**config.mk**
```make
export PLATFORM = sky130hd
export DESIGN_NAME = ctrl_packet_initiator
export DESIGN_NICKNAME = d
export VERILOG_FILES = /design/src/rtl/ctrl_packet_initiator.sv
export SDC_FILE = /design/constraint.sdc
export NUM_CORES = 1
export LEC_CHECK = 0
export ABC_AREA = 1
export CORE_AREA = 2 2 705 707
export CTS_CLUSTER_DIAMETER = 150
export DETAILED_ROUTE_END_ITERATION = 10
export DIE_AREA = 0 0 707 709
export HOLD_SLACK_MARGIN = 0.06
export PLACE_DENSITY = 0.3
export RECOVER_POWER = 50
export SKIP_CTS_REPAIR_TIMING = 1
export SKIP_LAST_GASP = 1
export SLEW_MARGIN = 30
export SYNTH_ARGS = -nofsm -noshare
export SYNTH_HDL_FRONTEND = slang
export SYNTH_SLANG_ARGS = --single-unit
```
**constraint.sdc**
```tcl
create_clock -name clk -period 3.6 [get_ports clk]
set_input_delay 0.36 -clock clk [delete_from_list [all_inputs] [get_ports clk]]
set_output_delay 0.36 -clock clk [all_outputs]
set_load 0.01 [all_outputs]
```
**src/rtl/ctrl_packet_initiator.sv**
```systemverilog
// Host-side control packet initiator: injects one write/read-request packet into an idle
// upstream slot and, for reads, waits for the matching read response or a timeout.
module ctrl_packet_initiator #(
  parameter int DATA_WIDTH                  = 512,
  parameter int STREAM_ID_NUM               = 16,
  parameter int CHUNK_ID_NUM                = 32,
  parameter int CHANNEL_ID_NUM              = 1024,
  parameter int STATE_WIDTH                 = 32,
  parameter int CTRL_STREAM_ID              = 0,
  parameter int CP_R_CTRL_READ_REQUEST_32b  = 0,
  parameter int CP_R_CTRL_WRITE_32b         = 1,
  parameter int CP_A_CTRL_READ_RESPONSE_32b = 1,
  parameter int TIMEOUT_CYCLES              = 1024,
  localparam int STREAM_ID_WIDTH  = $clog2(STREAM_ID_NUM),
  localparam int CHUNK_ID_WIDTH   = $clog2(CHUNK_ID_NUM),
  localparam int CHANNEL_ID_WIDTH = $clog2(CHANNEL_ID_NUM)
) (
  input  logic                        clk,
  input  logic                        rstnIn,
  input  logic                        cmd_valid,
  output logic                        cmd_ready,
  input  logic                        cmd_write,
  input  logic [CHANNEL_ID_WIDTH-1:0] cmd_hop,
  input  logic [STATE_WIDTH-1:0]      cmd_addr,
  input  logic [31:0]                 cmd_wdata,
  output logic                        rsp_valid,
  output logic                        rsp_timeout,
  output logic [31:0]                 rsp_data,
  input  logic [DATA_WIDTH-1:0]       Up_Data,
  input  logic [1:0]                  Up_Type,
  input  logic                        Up_Last,
  input  logic [STREAM_ID_WIDTH-1:0]  Up_StreamID,
  input  logic [CHUNK_ID_WIDTH-1:0]   Up_ChunkID,
  input  logic [CHANNEL_ID_WIDTH-1:0] Up_ChannelID,
  input  logic [STATE_WIDTH-1:0]      Up_State,
  output logic [DATA_WIDTH-1:0]       Down_Data,
  output logic [1:0]                  Down_Type,
  output logic                        Down_Last,
  output logic [STREAM_ID_WIDTH-1:0]  Down_StreamID,
  output logic [CHUNK_ID_WIDTH-1:0]   Down_ChunkID,
  output logic [CHANNEL_ID_WIDTH-1:0] Down_ChannelID,
  output logic [STATE_WIDTH-1:0]      Down_State,
  input  logic [DATA_WIDTH-1:0]       Ret_Data,
  input  logic [1:0]                  Ret_Type,
  input  logic [CHUNK_ID_WIDTH-1:0]   Ret_ChunkID,
  input  logic [STATE_WIDTH-1:0]      Ret_State
);

  localparam int NUM_WORDS = DATA_WIDTH / 32;
  localparam int CNT_W     = $clog2(TIMEOUT_CYCLES);
  localparam logic [CNT_W-1:0] CNT_LAST = CNT_W'(TIMEOUT_CYCLES - 1);
  localparam logic [CHUNK_ID_WIDTH-1:0] CHUNK_WR  =
    {1'b1, (CHUNK_ID_WIDTH-1)'(CP_R_CTRL_WRITE_32b)};
  localparam logic [CHUNK_ID_WIDTH-1:0] CHUNK_RD  =
    {1'b1, (CHUNK_ID_WIDTH-1)'(CP_R_CTRL_READ_REQUEST_32b)};
  localparam logic [CHUNK_ID_WIDTH-1:0] CHUNK_RSP =
    {1'b0, (CHUNK_ID_WIDTH-1)'(CP_A_CTRL_READ_RESPONSE_32b)};
  localparam logic [STREAM_ID_WIDTH-1:0] CTRL_SID = STREAM_ID_WIDTH'(CTRL_STREAM_ID);

  typedef enum logic [1:0] {IDLE, ISSUE, WAIT_RSP} state_e;

  typedef struct packed {
    logic                        write;
    logic [CHANNEL_ID_WIDTH-1:0] hop;
    logic [STATE_WIDTH-1:0]      addr;
    logic [31:0]                 wdata;
  } cmd_t;

  typedef struct packed {
    logic [DATA_WIDTH-1:0]       data;
    logic [1:0]                  ptype;
    logic                        last;
    logic [STREAM_ID_WIDTH-1:0]  sid;
    logic [CHUNK_ID_WIDTH-1:0]   ckid;
    logic [CHANNEL_ID_WIDTH-1:0] chid;
    logic [STATE_WIDTH-1:0]      state;
  } pkt_t;

  state_e            state_q, state_d;
  cmd_t              cmd_q, cmd_d;
  pkt_t              down_q, down_d;
  logic [CNT_W-1:0]  cnt_q, cnt_d;
  logic              rsp_valid_q, rsp_valid_d;
  logic              rsp_timeout_q, rsp_timeout_d;
  logic [31:0]       rsp_data_q, rsp_data_d;
  logic              alive_q;

  pkt_t                  up_pkt, inj_pkt;
  logic [DATA_WIDTH-1:0] wr_fill;
  logic                  ret_match;
  logic                  unused_ret;

  assign up_pkt = {Up_Data, Up_Type, Up_Last, Up_StreamID, Up_ChunkID, Up_ChannelID, Up_State};

  for (genvar g = 0; g < NUM_WORDS; g++) begin : g_fill
    assign wr_fill[g*32 +: 32] = cmd_q.wdata;
  end

  assign inj_pkt = {(cmd_q.write ? wr_fill : {DATA_WIDTH{1'b0}}), 2'b10, 1'b1, CTRL_SID,
                    (cmd_q.write ? CHUNK_WR : CHUNK_RD), cmd_q.hop, cmd_q.addr};

  // Only control-type read responses for the outstanding address complete a read.
  assign ret_match  = Ret_Type[1] && (Ret_ChunkID == CHUNK_RSP) && (Ret_State == cmd_q.addr);
  assign unused_ret = ^{Ret_Data[DATA_WIDTH-1:32], Ret_Type[0]};

  // alive_q holds cmd_ready low until the first clock edge after reset release.
  assign cmd_ready = alive_q && (state_q == IDLE);

  always_comb begin
    state_d       = state_q;
    cmd_d         = cmd_q;
    cnt_d         = cnt_q;
    down_d        = up_pkt;
    rsp_valid_d   = 1'b0;
    rsp_timeout_d = 1'b0;
    rsp_data_d    = '0;
    case (state_q)
      IDLE: begin
        if (cmd_valid && alive_q) begin
          cmd_d   = '{write: cmd_write, hop: cmd_hop, addr: cmd_addr, wdata: cmd_wdata};
          state_d = ISSUE;
        end
      end
      ISSUE: begin
        if (Up_Type == 2'b00) begin
          down_d = inj_pkt;
          cnt_d  = '0;
          if (cmd_q.write) begin
            rsp_valid_d = 1'b1;
            state_d     = IDLE;
          end else begin
            state_d = WAIT_RSP;
          end
        end
      end
      WAIT_RSP: begin
        if (ret_match) begin
          rsp_valid_d = 1'b1;
          rsp_data_d  = Ret_Data[31:0];
          cnt_d       = '0;
          state_d     = IDLE;
        end else if (cnt_q == CNT_LAST) begin
          rsp_valid_d   = 1'b1;
          rsp_timeout_d = 1'b1;
          cnt_d         = '0;
          state_d       = IDLE;
        end else begin
          cnt_d = cnt_q + CNT_W'(1);
        end
      end
      default: state_d = IDLE;
    endcase
  end

  always_ff @(posedge clk or negedge rstnIn) begin
    if (!rstnIn) begin
      state_q       <= IDLE;
      cmd_q         <= '0;
      down_q        <= '0;
      cnt_q         <= '0;
      rsp_valid_q   <= 1'b0;
      rsp_timeout_q <= 1'b0;
      rsp_data_q    <= '0;
      alive_q       <= 1'b0;
    end else begin
      state_q       <= state_d;
      cmd_q         <= cmd_d;
      down_q        <= down_d;
      cnt_q         <= cnt_d;
      rsp_valid_q   <= rsp_valid_d;
      rsp_timeout_q <= rsp_timeout_d;
      rsp_data_q    <= rsp_data_d;
      alive_q       <= 1'b1;
    end
  end

  assign Down_Data      = down_q.data;
  assign Down_Type      = down_q.ptype;
  assign Down_Last      = down_q.last;
  assign Down_StreamID  = down_q.sid;
  assign Down_ChunkID   = down_q.ckid;
  assign Down_ChannelID = down_q.chid;
  assign Down_State     = down_q.state;
  assign rsp_valid      = rsp_valid_q;
  assign rsp_timeout    = rsp_timeout_q;
  assign rsp_data       = rsp_data_q;

endmodule

```
==> results.yml, run 1 <==
critical_path:
  reg2reg_to: "cmd_q[17]"
  endpoint_kind: "flip-flop"
  worst-r2r-cell-count: 7
  crit_type: "in -> reg"
  cpLargestDelayFamily: "buffers and inverters"
  cp_slowest_stage_delay_ns: 0.68
  cp_cell_sequence: "dlygate4sd3_1, dlygate4sd3_1, nor2_1, nand2_8, clkinvlp_2, nand2_2, clkinv_4, nand2_4, buf_4, nand2_1"
  critPathLaunchType: "input port"
  cp.arrival_ns: 3.82
  cp_slowest_cell: "dlygate4sd3_1"
  path_buf_inv: 5
  rrSetupSlack_ns: 0.64
  path_max_fanout: 16
  cp_common_cell: "dlygate4sd3_1"
  r2r_start: "state_q[0]"
  crit_required_ns: 4.28
min_path:
  hp-class: "in -> reg"
  hold_depth: 3
  worstHoldStart: "Up_Data[475]"
  holdPathEnd: "Down_Data[475]"
cts:
  cts.htree.levels: 3
  cts_buffers: 104
  cts_tree: "built"
  clk_latency_ns: 0.89
  clock-sinks: 688
  root_buffer: "clkbuf_16"
  clockBufferDepth: 4
  clkTransAtPathRegs_ns: 0.06
power:
  irDropWorstVdd_v: 0.0004101
  p_total_w: 0.02924
  powerDensity_nw_per_um2: 545.2
  leakage_nw: 23.18
global_routing:
  top_usage_layer: "met2"
  use_met1: 0.1314
  overflow: 0
  antenna_found_initial: 403
  met2_usage: 0.2110
  grt_max_degree: 142
  grt_pass1_vias: 26173
  grt_use_met3: 0.05395
  grt_use_total: 0.1202
  grt_pass1_wl_um: 371300
placed_design:
  place.gp.congestion: 0.8837
  dp_hpwl_um: 273000
  port_buffers: 1314
drt:
  drcViolationCount: 0
  routed_wl_um: 314100
  ant_nets: 0
  drt-initial-drc-count: 1301
  firstDrtPassIters: 5
  vias_per_cell: 2.418
  wl_per_cell_um: 28.89
  num_vias: 26297
synth:
  syn-num-nets: 3673
  yosysUniqueCellTypes: 39
  syn_area_um2: 25070
  ys_seq_area_frac: 0.6868
  synthCells: 2474
  yosys_warnings: 0
  yosys_register_bits: 688
  avgSynthCellArea_um2: 10.13
sta:
  hold_violations: 0
  fin_crit_ns: 3.136
  max_freq_mhz: 318.8
  rsz0062_at_grt: "no"
  fin_crit_sh: 0.8712
  slew_viol_final: 0
  setup_viol: 0
  worst_pin_slew_ns: 1.441
  fin_setup_tns_ns: 0
  slew_headroom: 0.03962
  final.setup_skew_ns: 0.09319
floorplanning:
  die_h_um: 709
  start_util: 0.05085
  core_um2: 492900
  die_w_um: 707
  fp-row-count: 258
  boundaryPins: 1796
  die_area_um2: 501300
run_status:
  status: "complete, no violations"
cells_and_area:
  fin_nets: 5384
  drive_gt1_frac: 0.08388
  area_growth_pct: 113.9
run:
  max_cap_viol_count: 0
-- power by group --
part	total (W)	switching [W]	internal, W	leakage, nW
logic	0.00816	0.00479	0.00337	13.2
clock network	0.0110	0.00450	0.00655	1.76
registers	0.0100	0.000910	0.00912	8.20
-- cells in the mapped netlist (all sizes together) --
master,n,area (um^2)
a21boi,1,7.510
a21oi,36,183.9
and3,2,12.51
buf,53,376.6
clkbuf,65,244.0
clkinv,1,8.760
conb,1,3.750
dfrtp,688,17220
ha,4,50.05
inv,112,422.9
mux2,49,551.8
nand2,1243,4848
nand3,29,155.2
nand4,13,81.33
nor2,115,509.2
nor3,8,45.04
nor3b,2,20.02
nor4,1,6.260
o2111a,1,11.26
o21ai,31,155.1
o21bai,1,7.510
or2,3,18.77
xnor2,10,87.58
xor2,5,43.79
-- flip-flops by register name, indices dropped and copies added (netlist names), 2 cells and up --
register        count
Down_ChannelID     10
Down_ChunkID        5
Down_Data         512
Down_State         32
Down_StreamID       4
Down_Type           2
cmd_q              75
cnt_q              10
rsp_data           32
state_q             2
-- layout make-up --
class	count	area, um^2
diodes	107	267.8
clock buffers	136	2903
clock inverters	53	686.9
fillers	56664	439300
inverters	113	430.4
multi-input cells	1555	6825
flip-flops and latches	688	17220
well taps	6500	8133
repair buffers	1723	17160
-- worst max path at each step --
stage,from,end,slack (ns),cells after the start
floorplan,state_q[0],cmd_q[10],1.95,8
global placement,Up_Type[0],Down_Data[380],0.27,9
detailed placement,Up_Type[0],Down_Data[380],0.29,9
CTS,state_q[1],cmd_ready,0.57,5
global route,rstnIn,Down_Data[15],0.24,4
finish,Up_Type[0],Down_Data[380],0.46,10
-- per-layer routing --
metal,share of wire,up-vias
met2,0.49,1646
met3,0.087,628
met5,0.0022,-
met4,0.031,104
li1,-,11071
met1,0.39,12848
-- per-stage QoR --
step	area (um^2)	hold slack (ns)	utilization	cells	setup slack [ns]
after floorplan	25070	0.06441	-	2474	1.947
after global placement	46440	0.3377	0.09421	10235	0.2711
after detailed placement	46440	0.3465	0.09421	10235	0.2897
after CTS	50030	-0.6231	0.1015	10424	0.5712
after global routing	53510	0.05974	0.1086	10829	0.2381
final	53620	0.07314	0.1088	10875	0.4637
-- kinds of logic (layout without fill, tap and decap cells) --
family / count (synthesis) / in the layout / synth area share
fa+ha+maj: 4 / 4 / 0.001997
buf+inv: 231 / 2025 / 0.04198
compound gates: 70 / 70 / 0.01457
other cells: 1 / 108 / 0.0001496
mux: 49 / 49 / 0.02201
flops: 688 / 688 / 0.6868
simple gates: 1416 / 1416 / 0.2273
xor+xnor: 15 / 15 / 0.005241
-- layout by cell type, fill, tap and decap left out, types with 30 or more instances in the layout --
cell type / synthesis / final
nand2_1: 1210 / 1207
clkdlybuf4s50_1: 0 / 1088
dfrtp_1: 688 / 688
dlygate4sd3_1: 0 / 568
inv_1: 110 / 110
diode_2: 0 / 107
clkbuf_16: 0 / 104
nor2_1: 84 / 84
mux2_2: 49 / 49
buf_4: 1 / 36
a21oi_1: 35 / 35
nor2_2: 31 / 31
o21ai_0: 30 / 30
-- worst register-to-register path, cell delays in order, from the launching register on --
cell and delay (ns):
dfrtp_1 0.36, inv_1 0.07, ha_1 0.24, nand2_1 0.07, inv_1 0.07, nand2_4 0.40
clkbuf_2 1.14, mux2_2 0.49
(Power assumes the default switching activity.)
==> inputs of run 2 (changes only) <==
--- a/config.mk
+++ b/config.mk
@@ -6,10 +6,12 @@
 export NUM_CORES = 1
 export LEC_CHECK = 0
 export ABC_AREA = 1
-export CORE_AREA = 2 2 705 707
+export CORE_AREA = 2 2 696 698
+export CTS_BUF_LIST = sky130_fd_sc_hd__clkbuf_8
 export CTS_CLUSTER_DIAMETER = 150
 export DETAILED_ROUTE_END_ITERATION = 10
-export DIE_AREA = 0 0 707 709
+export DIE_AREA = 0 0 698 700
+export GPL_ROUTABILITY_DRIVEN = 0
 export HOLD_SLACK_MARGIN = 0.06
 export PLACE_DENSITY = 0.3
 export RECOVER_POWER = 50
==> results.yml, run 2 (synthesized netlist as in run 1, its figures left out) <==
run_status:
  violations: "capacitance limit, slew limit"
  status: "complete, but fails checks"
cts:
  clkTransAtPathRegs_ns: 0.06
  clk_latency_ns: 1.02
  cts_buffers: 158
  root_buffer: "clkbuf_8"
  cts_tree: "built"
  cts.htree.levels: 4
  clockBufferDepth: 4
  clock-sinks: 688
floorplanning:
  die_w_um: 698
  fp-row-count: 255
  core_um2: 481100
  start_util: 0.05210
  boundaryPins: 1796
  die_h_um: 700
  die_area_um2: 488600
cells_and_area:
  drive_gt1_frac: 0.08696
  final_common_cell: "nand2_1"
  fin_nets: 5705
  layout_common_cells: "nand2_1 (1,209), clkdlybuf4s50_1 (1,207), dlygate4sd3_1 (727), dfrtp_1 (688), clkbuf_8 (194)"
  area_growth_pct: 123.2
  fillerInstances: 55545
  fin_cells: 11168
  largest_reg_flops: 512
critical_path:
  cp_slowest_cell: "dlygate4sd3_1"
  cp.arrival_ns: 4.01
  crit_type: "in -> reg"
  cp_common_cell: "nand2_1"
  endpoint_kind: "flip-flop"
  path_max_fanout: 110
  crit_required_ns: 4.44
  path_buf_inv: 4
  cpLargestDelayFamily: "buffers and inverters"
  cp_cell_sequence: "dlygate4sd3_1, dlygate4sd3_1, nor2_1, nand2_1, buf_12, clkbuf_2, nand2_1, nand2_1"
  critPathLaunchType: "input port"
  cp_slowest_stage_delay_ns: 0.67
placed_design:
  dp_cells: 10149
  port_buffers: 1314
  dp_hpwl_um: 277800
global_routing:
  antenna_found_initial: 410
  grt_pass1_wl_um: 378300
  grt_max_degree: 112
  grt_pass1_vias: 26818
  overflow: 0
  grt_use_total: 0.1256
sta:
  hold_violations: 0
  slew_headroom: -0.3092
  fin_crit_sh: 0.8785
  setup_viol: 0
  worst_pin_slew_ns: 1.964
  rsz0062_at_grt: "no"
  fin_crit_ns: 3.162
  max_freq_mhz: 316.2
  slew_viol_final: 261
  fin_setup_tns_ns: 0
  final.setup_skew_ns: 0.1168
drt:
  routed_wl_um: 320400
  wl_per_cell_um: 28.69
  vias_per_cell: 2.505
  ant_nets: 0
  top_layer_used: "met5"
  wl_met2_um: 151600
  wl_met1_um: 120900
  firstDrtPassIters: 7
  route.met3.wl_um: 34000
  drcViolationCount: 0
  drt-initial-drc-count: 1257
  num_vias: 27972
min_path:
  hp-class: "in -> reg"
power:
  irDropWorstVdd_v: 0.0002421
  p_seq_frac: 0.350
  p_sw_frac: 0.3680
  combPwrFrac: 0.303
  clkPwrFrac: 0.347
  intPower_w: 0.01827
  powerDensity_nw_per_um2: 516.8
  p_sw_w: 0.01064
  leakage_nw: 24.32
run:
  max_cap_viol_count: 7
## run 2: cell count changes in the layout (fill, tap and decap cells not counted), sizes merged, moves of 3 or more
cell	before	now
buf	48	31
diode	107	120
clkbuf	155	218
clkdlybuf4s50	1088	1207
bufinv	12	9
inv	117	157
clkinv	30	24
dlygate4sd3	568	727
## run 2: stage by stage
step                worst slack [ns]  instance area, um^2  utilization  hold slack, ns  total power (W)
floorplan                      1.947                25070            -         0.06441          0.01232
global placement              0.3932                46280      0.09618          0.4749          0.01866
detailed placement            0.3656                46280      0.09618          0.4818          0.01861
CTS                           0.4418                49620       0.1031         -0.6670          0.02919
global route                  0.2692                55800       0.1160         0.03637          0.03062
finish                        0.4376                55940       0.1163         0.07536          0.02891
## run 2: cell type report
class,instances,area (um^2),share of cell area
Antenna cell,120,300.3,0.005368
Clock inverter,83,671.9,0.01201
Timing Repair Buffer,1990,19820,0.3542
Inverter,113,431.7,0.007716
Tap cell,6425,8039,0.1437
Multi-Input combinational cell,1555,6799,0.1215
Sequential cell,688,17220,0.3077
Clock buffer,194,2670,0.04773
## run 2: power by group through the flow
stage | logic (W) | registers [W] | clock network, W
3_5_place_dp | 0.00830 | 0.0103 | 0
2_1_floorplan | 0.00204 | 0.0103 | 0
4_1_cts | 0.00835 | 0.0102 | 0.0106
6_report | 0.00877 | 0.0101 | 0.0100
5_1_grt | 0.00947 | 0.0102 | 0.0109
3_3_place_gp | 0.00835 | 0.0103 | 0
## run 2: worst register-to-register path, stage by stage (launching register included)
cell,delay (ns)
dfrtp_1,0.37
inv_1,0.07
ha_1,0.19
nand2_1,0.46
buf_12,0.34
clkbuf_2,0.98
nand2_1,0.15
nand2_1,0.29
## run 2: per-layer routing
| layer | vias to the layer above | global-route usage |
|---|---|---|
| li1 | 11749 | - |
| met1 | 13547 | 0.1298 |
| met2 | 1787 | 0.2128 |
| met3 | 747 | 0.07124 |
| met4 | 142 | 0.04312 |
| met5 | - | 0 |
## run 2: path summary, 6_finish.rpt
check,startpoint,end,slack (ns),cells after the start
worst max-delay path,Up_Type[0],Down_Data[217],0.44,8
worst min-delay path,Up_State[8],Down_State[8],0.08,3
worst max register to register,state_q[1],Down_Data[217],0.63,7
worst min register to register,cmd_q[69],Down_ChannelID[5],0.49,2
max in group asynchronous,rstnIn,Down_Data[466],0.65,4
min in group asynchronous,rstnIn,cmd_q[67],0.63,3
==> inputs of run 3 (changes only) <==
--- a/config.mk
+++ b/config.mk
@@ -6,6 +6,7 @@
 export NUM_CORES = 1
 export LEC_CHECK = 0
 export ABC_AREA = 1
+export CAP_MARGIN = 20
 export CORE_AREA = 2 2 696 698
 export CTS_BUF_LIST = sky130_fd_sc_hd__clkbuf_8
 export CTS_CLUSTER_DIAMETER = 150
==> results of run 3 <==
No change in the layout: final DEF, timing and power equal those of run 2.
